### config.mk
export PLATFORM = sky130hd
export DESIGN_NAME = fifo_wr_arbiter
export DESIGN_NICKNAME = d
export VERILOG_FILES = /design/src/rtl/fifo_arb_pkg.sv /design/src/rtl/rr_priority_pick.sv /design/src/rtl/fifo_wr_arbiter.sv
export SDC_FILE = /design/constraint.sdc
export NUM_CORES = 1
export LEC_CHECK = 0
export CAP_MARGIN = 10
export CELL_PAD_IN_SITES_DETAIL_PLACEMENT = 1
export CELL_PAD_IN_SITES_GLOBAL_PLACEMENT = 1
export CORE_MARGIN = 2
export CORE_UTILIZATION = 28
export DETAILED_ROUTE_END_ITERATION = 8
export PLACE_DENSITY = 0.79
export SLEW_MARGIN = 20
export SYNTH_ARGS = -nofsm -noshare
export SYNTH_HDL_FRONTEND = slang
export SYNTH_HIERARCHICAL = 1
export SYNTH_SLANG_ARGS = --single-unit
export TNS_END_PERCENT = 100
### constraint.sdc
create_clock -name wrClk -period 3.9 [get_ports wrClk]
set_input_delay 0.78 -clock wrClk [delete_from_list [all_inputs] [get_ports wrClk]]
set_output_delay 0.78 -clock wrClk [all_outputs]
set_load 0.02 [all_outputs]
### src/rtl/fifo_arb_pkg.sv
// Shared types and helpers for the FIFO write-port arbiter and related schedulers.
//   arb_state_t : arbiter lock state (IDLE / LOCKED)
//   rr_pick()   : round-robin winner search over up to NREQ_MAX requesters
package fifo_arb_pkg;

    typedef enum logic [0:0] {
        IDLE   = 1'b0,
        LOCKED = 1'b1
    } arb_state_t;

    localparam int unsigned NREQ_MAX = 8;
    localparam int unsigned IDX_W    = $clog2(NREQ_MAX);

    typedef struct packed {
        logic             found;
        logic [IDX_W-1:0] idx;
    } rr_pick_t;

    // First set bit of req scanning upward from ptr, wrapping at nreq.
    // ptr must be below nreq; bits of req at or above nreq are ignored.
    function automatic rr_pick_t rr_pick(input logic [NREQ_MAX-1:0] req,
                                         input logic [IDX_W-1:0]    ptr,
                                         input int unsigned         nreq);
        rr_pick_t r;
        r = '0;
        for (int unsigned k = 0; k < NREQ_MAX; k++) begin
            int unsigned i;
            i = 32'(ptr) + k;
            if (i >= nreq) i = i - nreq;
            if (k < nreq && !r.found && req[i[IDX_W-1:0]]) begin
                r.found = 1'b1;
                r.idx   = i[IDX_W-1:0];
            end
        end
        return r;
    endfunction

endpackage

### src/rtl/rr_priority_pick.sv
// Combinational rotate-and-priority-encode: finds the first active request at or
// after ptr_i, wrapping modulo NREQ.
//   req_i   : request vector
//   ptr_i   : round-robin start index (must be < NREQ)
//   found_o : at least one request is active
//   idx_o   : winning index (valid when found_o)
module rr_priority_pick
    import fifo_arb_pkg::*;
#(
    parameter int unsigned NREQ  = 4,
    parameter int unsigned PTR_W = $clog2(NREQ)
) (
    input  logic [NREQ-1:0]  req_i,
    input  logic [PTR_W-1:0] ptr_i,
    output logic             found_o,
    output logic [PTR_W-1:0] idx_o
);

    rr_pick_t pick;
    logic     unused_idx_hi;

    assign pick          = rr_pick(NREQ_MAX'(req_i), IDX_W'(ptr_i), NREQ);
    assign found_o       = pick.found;
    assign idx_o         = pick.idx[PTR_W-1:0];
    // Upper index bits are always zero when NREQ < NREQ_MAX.
    assign unused_idx_hi = ^pick.idx;

endmodule

### src/rtl/fifo_wr_arbiter.sv
// Round-robin arbiter sharing the FIFO write port between NREQ requesters, with
// bounded burst locking and a saturating overflow-event counter.
//   wrClk, reset        : write clock, synchronous active-low reset
//   req/reqData/reqLast : per-requester request, data and last-beat flag
//   gnt, wrEn, wdata    : one-hot grant, FIFO write enable and data (combinational)
//   full, overflow      : FIFO status inputs
//   busy, owner         : burst lock held, and its owner
//   ovfCount            : saturating count of cycles with overflow high
module fifo_wr_arbiter
    import fifo_arb_pkg::*;
#(
    parameter int unsigned NREQ      = 4,
    parameter int unsigned WIDTH     = 8,
    parameter int unsigned MAX_BURST = 4,
    parameter int unsigned CNT_W     = 8
) (
    input  logic                    wrClk,
    input  logic                    reset,
    input  logic [NREQ-1:0]         req,
    input  logic [NREQ*WIDTH-1:0]   reqData,
    input  logic [NREQ-1:0]         reqLast,
    output logic [NREQ-1:0]         gnt,
    output logic                    wrEn,
    output logic [WIDTH-1:0]        wdata,
    input  logic                    full,
    input  logic                    overflow,
    output logic                    busy,
    output logic [$clog2(NREQ)-1:0] owner,
    output logic [CNT_W-1:0]        ovfCount
);

    localparam int unsigned PTR_W = $clog2(NREQ);
    localparam int unsigned BC_W  = $clog2(MAX_BURST + 1);
    localparam logic [BC_W-1:0] BEAT_END = BC_W'(MAX_BURST - 1);

    arb_state_t       state_q;
    logic [PTR_W-1:0] rr_ptr_q;
    logic [PTR_W-1:0] owner_q;
    logic [BC_W-1:0]  beat_cnt_q;
    logic [CNT_W-1:0] ovf_cnt_q;

    logic             pick_found;
    logic [PTR_W-1:0] pick_idx;

    function automatic logic [PTR_W-1:0] next_idx(input logic [PTR_W-1:0] i);
        return (i == PTR_W'(NREQ - 1)) ? '0 : i + 1'b1;
    endfunction

    rr_priority_pick #(
        .NREQ  (NREQ),
        .PTR_W (PTR_W)
    ) u_pick (
        .req_i   (req),
        .ptr_i   (rr_ptr_q),
        .found_o (pick_found),
        .idx_o   (pick_idx)
    );

    // Grant is combinational so the FIFO takes the beat on the same edge.
    always_comb begin
        gnt = '0;
        if (reset && !full) begin
            if (state_q == IDLE) begin
                if (pick_found) gnt[pick_idx] = 1'b1;
            end else if (req[owner_q]) begin
                gnt[owner_q] = 1'b1;
            end
        end
    end

    always_comb begin
        wdata = '0;
        for (int unsigned i = 0; i < NREQ; i++) begin
            if (gnt[i]) wdata = reqData[i*WIDTH +: WIDTH];
        end
    end

    assign wrEn     = |gnt;
    assign busy     = (state_q == LOCKED);
    assign owner    = owner_q;
    assign ovfCount = ovf_cnt_q;

    always_ff @(posedge wrClk) begin
        if (!reset) begin
            state_q    <= IDLE;
            rr_ptr_q   <= '0;
            owner_q    <= '0;
            beat_cnt_q <= '0;
            ovf_cnt_q  <= '0;
        end else begin
            if (overflow && ovf_cnt_q != '1) ovf_cnt_q <= ovf_cnt_q + 1'b1;
            // wrEn already folds in full, so a stalled beat changes nothing.
            unique case (state_q)
                IDLE: begin
                    if (wrEn) begin
                        if (reqLast[pick_idx] || MAX_BURST == 1) begin
                            rr_ptr_q <= next_idx(pick_idx);
                        end else begin
                            state_q    <= LOCKED;
                            owner_q    <= pick_idx;
                            beat_cnt_q <= BC_W'(1);
                        end
                    end
                end
                LOCKED: begin
                    if (wrEn) begin
                        if (reqLast[owner_q] || beat_cnt_q == BEAT_END) begin
                            state_q    <= IDLE;
                            rr_ptr_q   <= next_idx(owner_q);
                            beat_cnt_q <= '0;
                        end else begin
                            beat_cnt_q <= beat_cnt_q + 1'b1;
                        end
                    end
                end
                default: state_q <= IDLE;
            endcase
        end
    end

endmodule

Yosys cells after proc, flatten, opt, wreduce, memory -nomap -nowiden
Index checks and enable logic that the tools add are counted.

operators by class
  add/subtract/negate cells = 11
  multiply operators = 0
  div/mod/pow operators = 0
  magnitude comparators = 12
  equality and inequality tests = 9
  shifts and indexed selects = 0
  mux-type cells = 51
  bitwise gates (word level) = 2
  reduce and logical (&&, ||, !) cells = 16

operator list
  cell                   count
  $ge A32 B3 Y1 const B  3
  $mux W4                8
  $mux W8                4
  $mux W3                8
  $lt A3 B4 Y1 const B   4
  $mux W1                13
  $bmux W1 S3            4
  $mux W2                6
  $sub A3 B3 Y3 const B  3
  $add A8 B1 Y8 const B  1
  $ne A8 B8 Y1 const B   1
  $logic_and A1 B1 Y1    7
  $add A2 B2 Y3 const B  2
  $bmux W1 S2            3
  $lt A2 B3 Y1 const B   2
  $ne A2 B2 Y1 const B   3
  $pmux W3 S2            1
  $reduce_and A3 Y1      2
  $add A2 B1 Y2 const B  2
  $demux W1 S2           2
  $eq A2 B2 Y1 const B   2
  $ge A2 B1 Y1 const B   2
  $logic_not A1 Y1       4
  $ne A2 B1 Y1 const B   2
  11 further kinds       12

storage, ports and cells
  flip-flop bits (word level) = 16
  latch bits = 0
  memory bits (writable) = 0
  ROM bits = 0
  input bits = 44
  output and inout port bits = 24
  word-level logic and storage cells = 106
  memories = 0

Logic depth before layout (Yosys ltp)
Gate-level depths: netlist of the first run.

  depth after elaboration = 25
  mapped depth = 11
  depth with buffers taken out = 10

Cells and area by module
Netlist of the first run, hierarchy kept.

by module, submodules not included
  module            instances  cells an instance  area each (sq um)  sequential area each (sq um)
  fifo_wr_arbiter   1          156                1300.0             320.3
  rr_priority_pick  1          15                 77.6               0.0

Worst setup path before layout of the first run
No wires, ideal clock.

  path kind = input port to output port
  from = input port req[0]
  to = output port wdata[0]
  data arrival time = 3.098 ns
  data required time = 3.120 ns
  setup slack = 0.022 ns
  stages = 11
  path buffers = 2
  path through = a21oi_1 o21ai_0 a21oi_1 inv_1 ha_1 a32o_1 clkbuf_1 nor2b_1 clkbuf_1 a221oi_1 o31ai_1

on the way
  elaborated cells between the ends (all ways) = 33
  classes of those cells = 2 x order compare; 24 x mux; 7 x reduce/logical

RTL lines
  what                                       RTL line               RTL
  start, declared                            fifo_wr_arbiter.sv:19  input logic [NREQ-1:0] req,
  $bmux W1 S3                                fifo_arb_pkg.sv:30     if (k < nreq && !r.found && req[i[IDX_W-1:0]]) begin
  $mux W1 (implied by the code)              fifo_arb_pkg.sv:30
  $mux W4                                    fifo_arb_pkg.sv:30
  $logic_not A1 Y1                           fifo_arb_pkg.sv:30
  $logic_and A1 B1 Y1                        fifo_arb_pkg.sv:30
  $mux W4                                    fifo_arb_pkg.sv:30
  $logic_not A1 Y1                           fifo_arb_pkg.sv:30
  $logic_and A1 B1 Y1                        fifo_arb_pkg.sv:30
  [... 4 more ...]                           --
  named net pick_idx[1]                      fifo_wr_arbiter.sv:43  logic [PTR_W-1:0] pick_idx;
  [... 1 more ...]                           --
  $logic_and A1 B1 Y1 (implied by the code)  fifo_wr_arbiter.sv:64  if (pick_found) gnt[pick_idx] = 1'b1;
  $mux W1 (implied by the code)              fifo_wr_arbiter.sv:64
  $demux W1 S2 (*)                           fifo_wr_arbiter.sv:64
  $mux W4 (*)                                fifo_wr_arbiter.sv:64
  $mux W4 (*)                                fifo_wr_arbiter.sv:63  if (state_q == IDLE) begin
  $mux W4 (*)                                fifo_wr_arbiter.sv:62  if (reset && !full) begin
  named net gnt[1]                           fifo_wr_arbiter.sv:22  output logic [NREQ-1:0] gnt,
  $mux W8 (*) (3 in a row)                   fifo_wr_arbiter.sv:74  if (gnt[i]) wdata = reqData[i*WIDTH +: WIDTH];
  end, declared                              fifo_wr_arbiter.sv:24  output logic [WIDTH-1:0] wdata,

Mark *: on every way through the listed nets, which the timed path passes. The rest lies on a longest branch. The select of a mux whose other input is x is not followed.

Final worst setup path of the first run
  from = input port req[0]
  to = output port gnt[2]

on the way
  cells in the longest elaborated chain, start to end = 19
  elaborated cells between the ends (all ways) = 29
  classes of those cells = 2 x order compare; 20 x mux; 7 x reduce/logical

ends and longest elaborated chain
  what                                                                RTL line
  $bmux W1 S3                                                         fifo_arb_pkg.sv:30
  $mux W1 (implied by the code)                                       fifo_arb_pkg.sv:30
  $mux W4                                                             fifo_arb_pkg.sv:30
  $logic_not A1 Y1                                                    fifo_arb_pkg.sv:30
  $logic_and A1 B1 Y1                                                 fifo_arb_pkg.sv:30
  $mux W4                                                             fifo_arb_pkg.sv:30
  $logic_not A1 Y1                                                    fifo_arb_pkg.sv:30
  $logic_and A1 B1 Y1                                                 fifo_arb_pkg.sv:30
  [... 4 more ...]                                                    --
  named net pick_idx[0]                                               fifo_wr_arbiter.sv:43
  $lt A2 B3 Y1 (implied by the code) or $ge A2 B1 Y1 (tied branches)  fifo_wr_arbiter.sv:64
  $logic_and A1 B1 Y1 (implied by the code)                           fifo_wr_arbiter.sv:64
  $mux W1 (implied by the code)                                       fifo_wr_arbiter.sv:64
  $demux W1 S2 (*)                                                    fifo_wr_arbiter.sv:64
  $mux W4 (*)                                                         fifo_wr_arbiter.sv:64
  $mux W4 (*)                                                         fifo_wr_arbiter.sv:63
  $mux W4 (*)                                                         fifo_wr_arbiter.sv:62
  end, declared                                                       fifo_wr_arbiter.sv:22

Marked as above.

==> metrics.yaml, run 1 <==
run_status:
  outcome: "finished, final reports clean"
cts:
  clk_pin_slew_ns: 0.06
  cts_sinks: 16
  numCtsBuffers: 3
  htree_levels: 1
  cts_tree: "built"
  holdBufCountCts: 0
  clock_latency_ns: 0.25
  cts-root-buf: "clkbuf_8"
  clockBufferDepth: 2
grt:
  gr-total-overflow: 0
  grt_max_degree: 17
  grt_pass1_vias: 1527
  track_usage: 0.171
  grt_pass1_wl_mm: 7.36
  antenna_found_initial: 0
timing:
  drv_slew: 0
  rsz0062_at_grt: "no"
  post-route-min-period_ns: 3.75
  whs_ns: 0.465
  max_freq_mhz: 266
  hold_viol_final: 0
  setup_viol_count_final: 0
  setup_tns_ns: 0
  slew_headroom: 0.680
  tightest_slew_ns: 0.475
  finalCritPeriodShare: 0.962
  fin_skew_ns: 0.00159
finish:
  syn2layout_area_growth_pct: 69.3
  nets: 311
  final_common_cell: "clkdlybuf4s50_1"
  final_util: 0.494
  drive_gt1_frac: 0.216
  insertedDiodeCount: 0
  most-common-layout-cells: "54 x clkdlybuf4s50_1, 22 x buf_4, 21 x nand2_1, 16 x dfxtp_1, 14 x nor2_1"
worst_hold_path:
  min_to: "beat_cnt_q[2]"
  min_path_cells: 2
  hp-class: "flip-flop to flip-flop"
  hold_start: "beat_cnt_q[2]"
synth:
  synth_warnings: 6
  synth_nets: 226
  synth_edf_count: 0
  ys_ff_latch: 16
  async_flop_share: 0
  yosysSeqAreaShare: 0.233
  ys_types: 40
  yosysTopAreaCell: "dfxtp_1"
  syn_inst: 171
  yosysTopAreaCellShare: 0.233
  synth_area_leaders: "dfxtp_1 23%, ha_1 10%, nand2_1 5.7%"
  synthFlopType: "dfxtp_1"
  synth_area_um2: 1380
  postSynthAreaPerCell_um2: 8.06
routing:
  ant_nets: 0
  wl_per_cell_um: 14.7
  drc: 0
  drt_iter0_drc: 34
  firstDrtPassIters: 4
  wl_mm: 4.74
  drt-vias-per-instance: 4.87
  num_vias: 1569
worst_setup_path:
  crit_arrival_ns: 2.97
  reg2reg_depth: 11
  path_class: "input port to output pin"
  critPathLaunchType: "input port"
  r2r_start: "rr_ptr_q[0]"
  rrSetupSlack_ns: 1.13
  crit_required_ns: 3.12
  cp_max_fo: 6
  reg2reg_to: "busy"
  end_kind: "output pin"
placement:
  io_buffers: 67
  gp_congestion: 0.827
  hpwl_mm: 3.77
floorplan:
  fp.dieH_um: 74.1
  num_rows: 25
  start_util: 0.292
  die_area_um2: 5500
  ios: 68
  core_um2: 4720
  die_width_um: 74.1
power_and_ir_drop:
  leakagePower_nw: 0.937
  ir_drop_uv: 212
  cellPowerDensity_nw_per_um2: 394
job:
  maxCapViolations: 0
-- area by class of cell --
| cell class | instances | area [µm²] |
|---|---|---|
| multi-input cells | 132 | 1010 |
| flip-flops and latches | 16 | 320 |
| well taps | 67 | 83.8 |
| fillers | 561 | 2390 |
| repair buffers | 89 | 803 |
| clock buffers | 4 | 55.1 |
| inverters | 14 | 55.1 |
-- power breakdown --
group | total, mW | switching [mW] | leakage [nW] | internal, mW
Sequential | 0.220 | 0.0332 | 0.130 | 0.187
Combinational | 0.549 | 0.272 | 0.778 | 0.277
Clock | 0.149 | 0.0593 | 0.0288 | 0.0897
Total | 0.918 | 0.365 | 0.937 | 0.553
-- kinds of logic (layout without fill, tap and decap cells) --
| kind of cell | after synthesis | after routing | share of synthesized area |
|---|---|---|---|
| muxes | 8 | 8 | 0.0763 |
| buffers and inverters | 23 | 107 | 0.0772 |
| and+or+nand+nor | 66 | 66 | 0.241 |
| xor gates and xnor gates | 6 | 6 | 0.0381 |
| AOI/OAI and AO/OA | 41 | 41 | 0.235 |
| DFF | 16 | 16 | 0.233 |
| adders and majority gates | 11 | 11 | 0.0999 |
-- flip-flops by register name, summed over array words and instances (netlist names) --
register,cells
busy,1
owner,2
ovfCount,8
beat_cnt_q,3
rr_ptr_q,2
-- worst max-delay path, cell delays in order --
cell	delay (ns)
dlygate4sd2_1	0.28
a221o_1	0.32
a21oi_2	0.21
inv_1	0.09
ha_1	0.24
a32oi_4	0.24
inv_4	0.08
buf_4	0.16
clkdlybuf4s50_1	0.55
-- per-layer routing --
layer	part of all wire	track usage	vias to the layer above	wire length (µm)
li1	-	-	787	-
met1	0.46	0.223	738	2190
met2	0.48	0.299	40	2260
met3	0.052	0.0285	4	248
met4	0.0086	0.0364	0	41
met5	0	0	-	0
-- synth_stat cells, drive strengths merged, types with 4 or more instances --
library cell,instances
and2,11
clkbuf,5
nor2,15
a221oi,8
dfxtp,16
a21oi,5
nand2,21
a32o,5
inv,14
o31ai,8
ha,11
buf,4
xnor2,4
mux2i,6
nand3,5
o21ai,7
-- metrics by stage --
stage | std cells | area (µm²) | setup slack (ns) | total power [mW]
global route | 322 | 2330 | 0.0121 | 0.989
global placement | 316 | 2230 | -0.620 | 0.755
finish | 322 | 2330 | 0.146 | 0.918
CTS | 321 | 2310 | 0.0170 | 0.919
detailed placement | 316 | 2230 | -0.708 | 0.766
floorplan | 171 | 1380 | 0.0218 | 0.527
-- timing repair --
item	CTS	global route
setup endpoints to repair	13	11
resized for setup	38	19
pin swaps	1	1
buffers inserted	1	1
-- worst max path at each step --
stage	slack [ns]	to	start
floorplan	0.02	wdata[0]	req[0]
global placement	-0.62	wdata[4]	req[1]
detailed placement	-0.71	wdata[4]	req[1]
CTS	0.02	wdata[6]	req[1]
global route	0.01	gnt[3]	req[2]
finish	0.15	gnt[2]	req[0]
(Power assumes the default switching activity.)
==> run 2, diff against run 1 <==
==> constraint.sdc (replaced) <==
create_clock -name wrClk -period 3.9 [get_ports wrClk]
set_input_delay 1.17 -clock wrClk [delete_from_list [all_inputs] [get_ports wrClk]]
set_output_delay 1.17 -clock wrClk [all_outputs]
set_load 0.02 [all_outputs]
==> run 2 against run 1 <==
The run now ends with negative setup slack left. First-iteration DRC count up 8.8%. Worst hold slack lost 0.0048 ns. Critical endpoint is now wdata[6]. Wire length is 22% higher. Count of clock-buffer cells in the layout did not move. Clock power down 3%. Critical path depth grew 3. Combinational power increased by 20%. Register-to-register slack improved by 0.09 ns. Die area stayed put.
==> metrics.yaml, run 2 (synthesis results as in run 1) <==
run_status:
  outcome: "finished, violations left"
  violations: "negative setup slack"
grt:
  grt_pass1_wl_mm: 8.42  # +14%
  met1_usage: 0.251  # +0.0285
  grt_pass1_vias: 1734  # +14%
  antenna_found_initial: 0  # unchanged
  top_usage_layer: "met2"
  track_usage: 0.200  # +0.0288
  met2_usage: 0.352  # +0.0536
  gr-total-overflow: 0  # unchanged
  grt_max_degree: 17  # unchanged
  grt_util_met3: 0.0407  # +0.0122
worst_setup_path:
  critPathLaunchType: "input port"
  cp_max_fo: 7  # +1
  path_class: "input port to output pin"
  end_kind: "output pin"
  crit_required_ns: 2.73  # -0.39 ns
  crit_arrival_ns: 3.12  # +0.15 ns
routing:
  drt-vias-per-instance: 4.99  # +2.5%
  wl_per_cell_um: 17.7  # +20%
  drt_iter0_drc: 37  # +8.8%
  ant_nets: 0  # unchanged
  wl_mm: 5.77  # +22%
  drc: 0  # unchanged
  firstDrtPassIters: 4  # unchanged
  num_vias: 1628  # +3.8%
timing:
  slew_headroom: 0.672  # -0.00738
  hold_viol_final: 0  # unchanged
  whs_ns: 0.461  # -0.00477 ns
  drv_slew: 0  # unchanged
  setup_viol_count_final: 11  # +11
  setup_ws_ns: -0.394  # -0.541 ns
  rsz0062_at_grt: "yes"
  tightest_slew_ns: 0.486  # +0.0109 ns
  fin_skew_ns: 0.00307  # +0.00148 ns
  finalCritPeriodShare: 1.10  # +0.139
  setup_tns_ns: -3.54  # -3.54 ns
  post-route-min-period_ns: 4.29  # +0.541 ns
  max_freq_mhz: 233  # -13%
cts:
  clk_pin_slew_ns: 0.06  # about the same
  numCtsBuffers: 3  # unchanged
  clockBufferDepth: 2  # unchanged
  holdBufCountCts: 0  # unchanged
  htree_levels: 1  # unchanged
  clock_latency_ns: 0.25  # about the same
  cts_sinks: 16  # unchanged
  cts-root-buf: "clkbuf_8"
  cts_tree: "built"
power_and_ir_drop:
  ir_drop_uv: 327  # +55%
  cellPowerDensity_nw_per_um2: 401  # +1.9%
  leakagePower_nw: 1.04  # +11%
finish:
  nets: 315  # +1.3%
  syn2layout_area_growth_pct: 85.2
  most-common-layout-cells: "48 x clkdlybuf4s50_1, 30 x buf_4, 21 x nand2_1, 16 x dfxtp_1, 14 x nor2_1"
  drive_gt1_frac: 0.336  # +0.120
  insertedDiodeCount: 0  # unchanged
  final_area_um2: 2550  # +9.4%
  largest_register_ffs: 8  # unchanged
  final_common_cell: "clkdlybuf4s50_1"
floorplan:
  num_rows: 25  # unchanged
  fp.dieH_um: 74.1  # unchanged
  core_um2: 4720  # unchanged
  die_area_um2: 5500  # unchanged
  die_width_um: 74.1  # unchanged
  start_util: 0.292  # unchanged
  ios: 68  # unchanged
worst_hold_path:
  hp-class: "flip-flop to flip-flop"
placement:
  hpwl_mm: 4.05  # +7.6%
  io_buffers: 67  # unchanged
  gp_congestion: 0.841  # +1.7%
  post_dp_cell_area_um2: 2320  # +3.9%
job:
  maxCapViolations: 0  # unchanged
## run 2: cell count changes in the layout (fill, tap and decap cells not counted), sizes merged
| cell | delta |
|---|---|
| clkbuf | -4 |
| dlymetal6s2s | -1 |
| clkdlybuf4s15 | -2 |
| clkdlybuf4s50 | -6 |
| buf | +17 |
## run 2: repair_timing
action | 4_1_cts | 5_1_grt
pin swaps | 17 | 10
endpoints found under the setup margin | 13 | 13
gates resized for setup | 99 | 19
buffers inserted | 2 | 1
## run 2: power breakdown
part / total, mW / switching, mW / internal (mW)
Sequential: 0.222 / 0.0356 / 0.187
Clock: 0.144 / 0.0548 / 0.0895
Combinational: 0.657 / 0.328 / 0.329
## run 2: area by class of cell
| cell class | instances | area (µm²) |
|---|---|---|
| clock buffer | 4 | 55.1 |
| fill | 548 | 2170 |
| inverter | 14 | 55.1 |
| multi-input combinational | 132 | 1180 |
| sequential | 16 | 320 |
| tap | 67 | 83.8 |
| timing repair buffer | 93 | 860 |
## run 2: path summary, 6_finish.rpt
| path | startpoint | to | slack, ns | cells past startpoint |
|---|---|---|---|---|
| setup / recovery | req[0] | wdata[6] | -0.39 | 12 |
| hold / removal | beat_cnt_q[2] | beat_cnt_q[2] | 0.46 | 2 |
| setup reg to reg | rr_ptr_q[0] | busy | 1.22 | 11 |
| hold reg to reg | beat_cnt_q[2] | beat_cnt_q[2] | 0.46 | 2 |
## run 2: worst max-delay path, cell delays in order
cell,delay [ns]
buf_8,0.10
buf_6,0.11
a221o_1,0.33
a21oi_4,0.17
inv_2,0.08
ha_4,0.15
a32o_2,0.22
nor2b_4,0.14
buf_12,0.15
a221oi_4,0.26
o31ai_2,0.08
buf_4,0.16
## run 2: stage by stage
step	setup WS (ns)	power (mW)	cells	util
3_5_place_dp	-1.41	0.796	319	0.491
3_3_place_gp	-1.35	0.779	319	0.491
4_1_cts	-0.367	0.976	325	0.519
2_1_floorplan	-0.307	0.550	171	-
6_report	-0.394	1.02	326	0.540
5_1_grt	-0.474	1.09	326	0.540
## run 2: metal layers
metal | wire length (µm) | part of all wire
met1 | 2410 | 0.42
met2 | 2920 | 0.51
met3 | 302 | 0.052
met4 | 136 | 0.024
met5 | 0 | 0
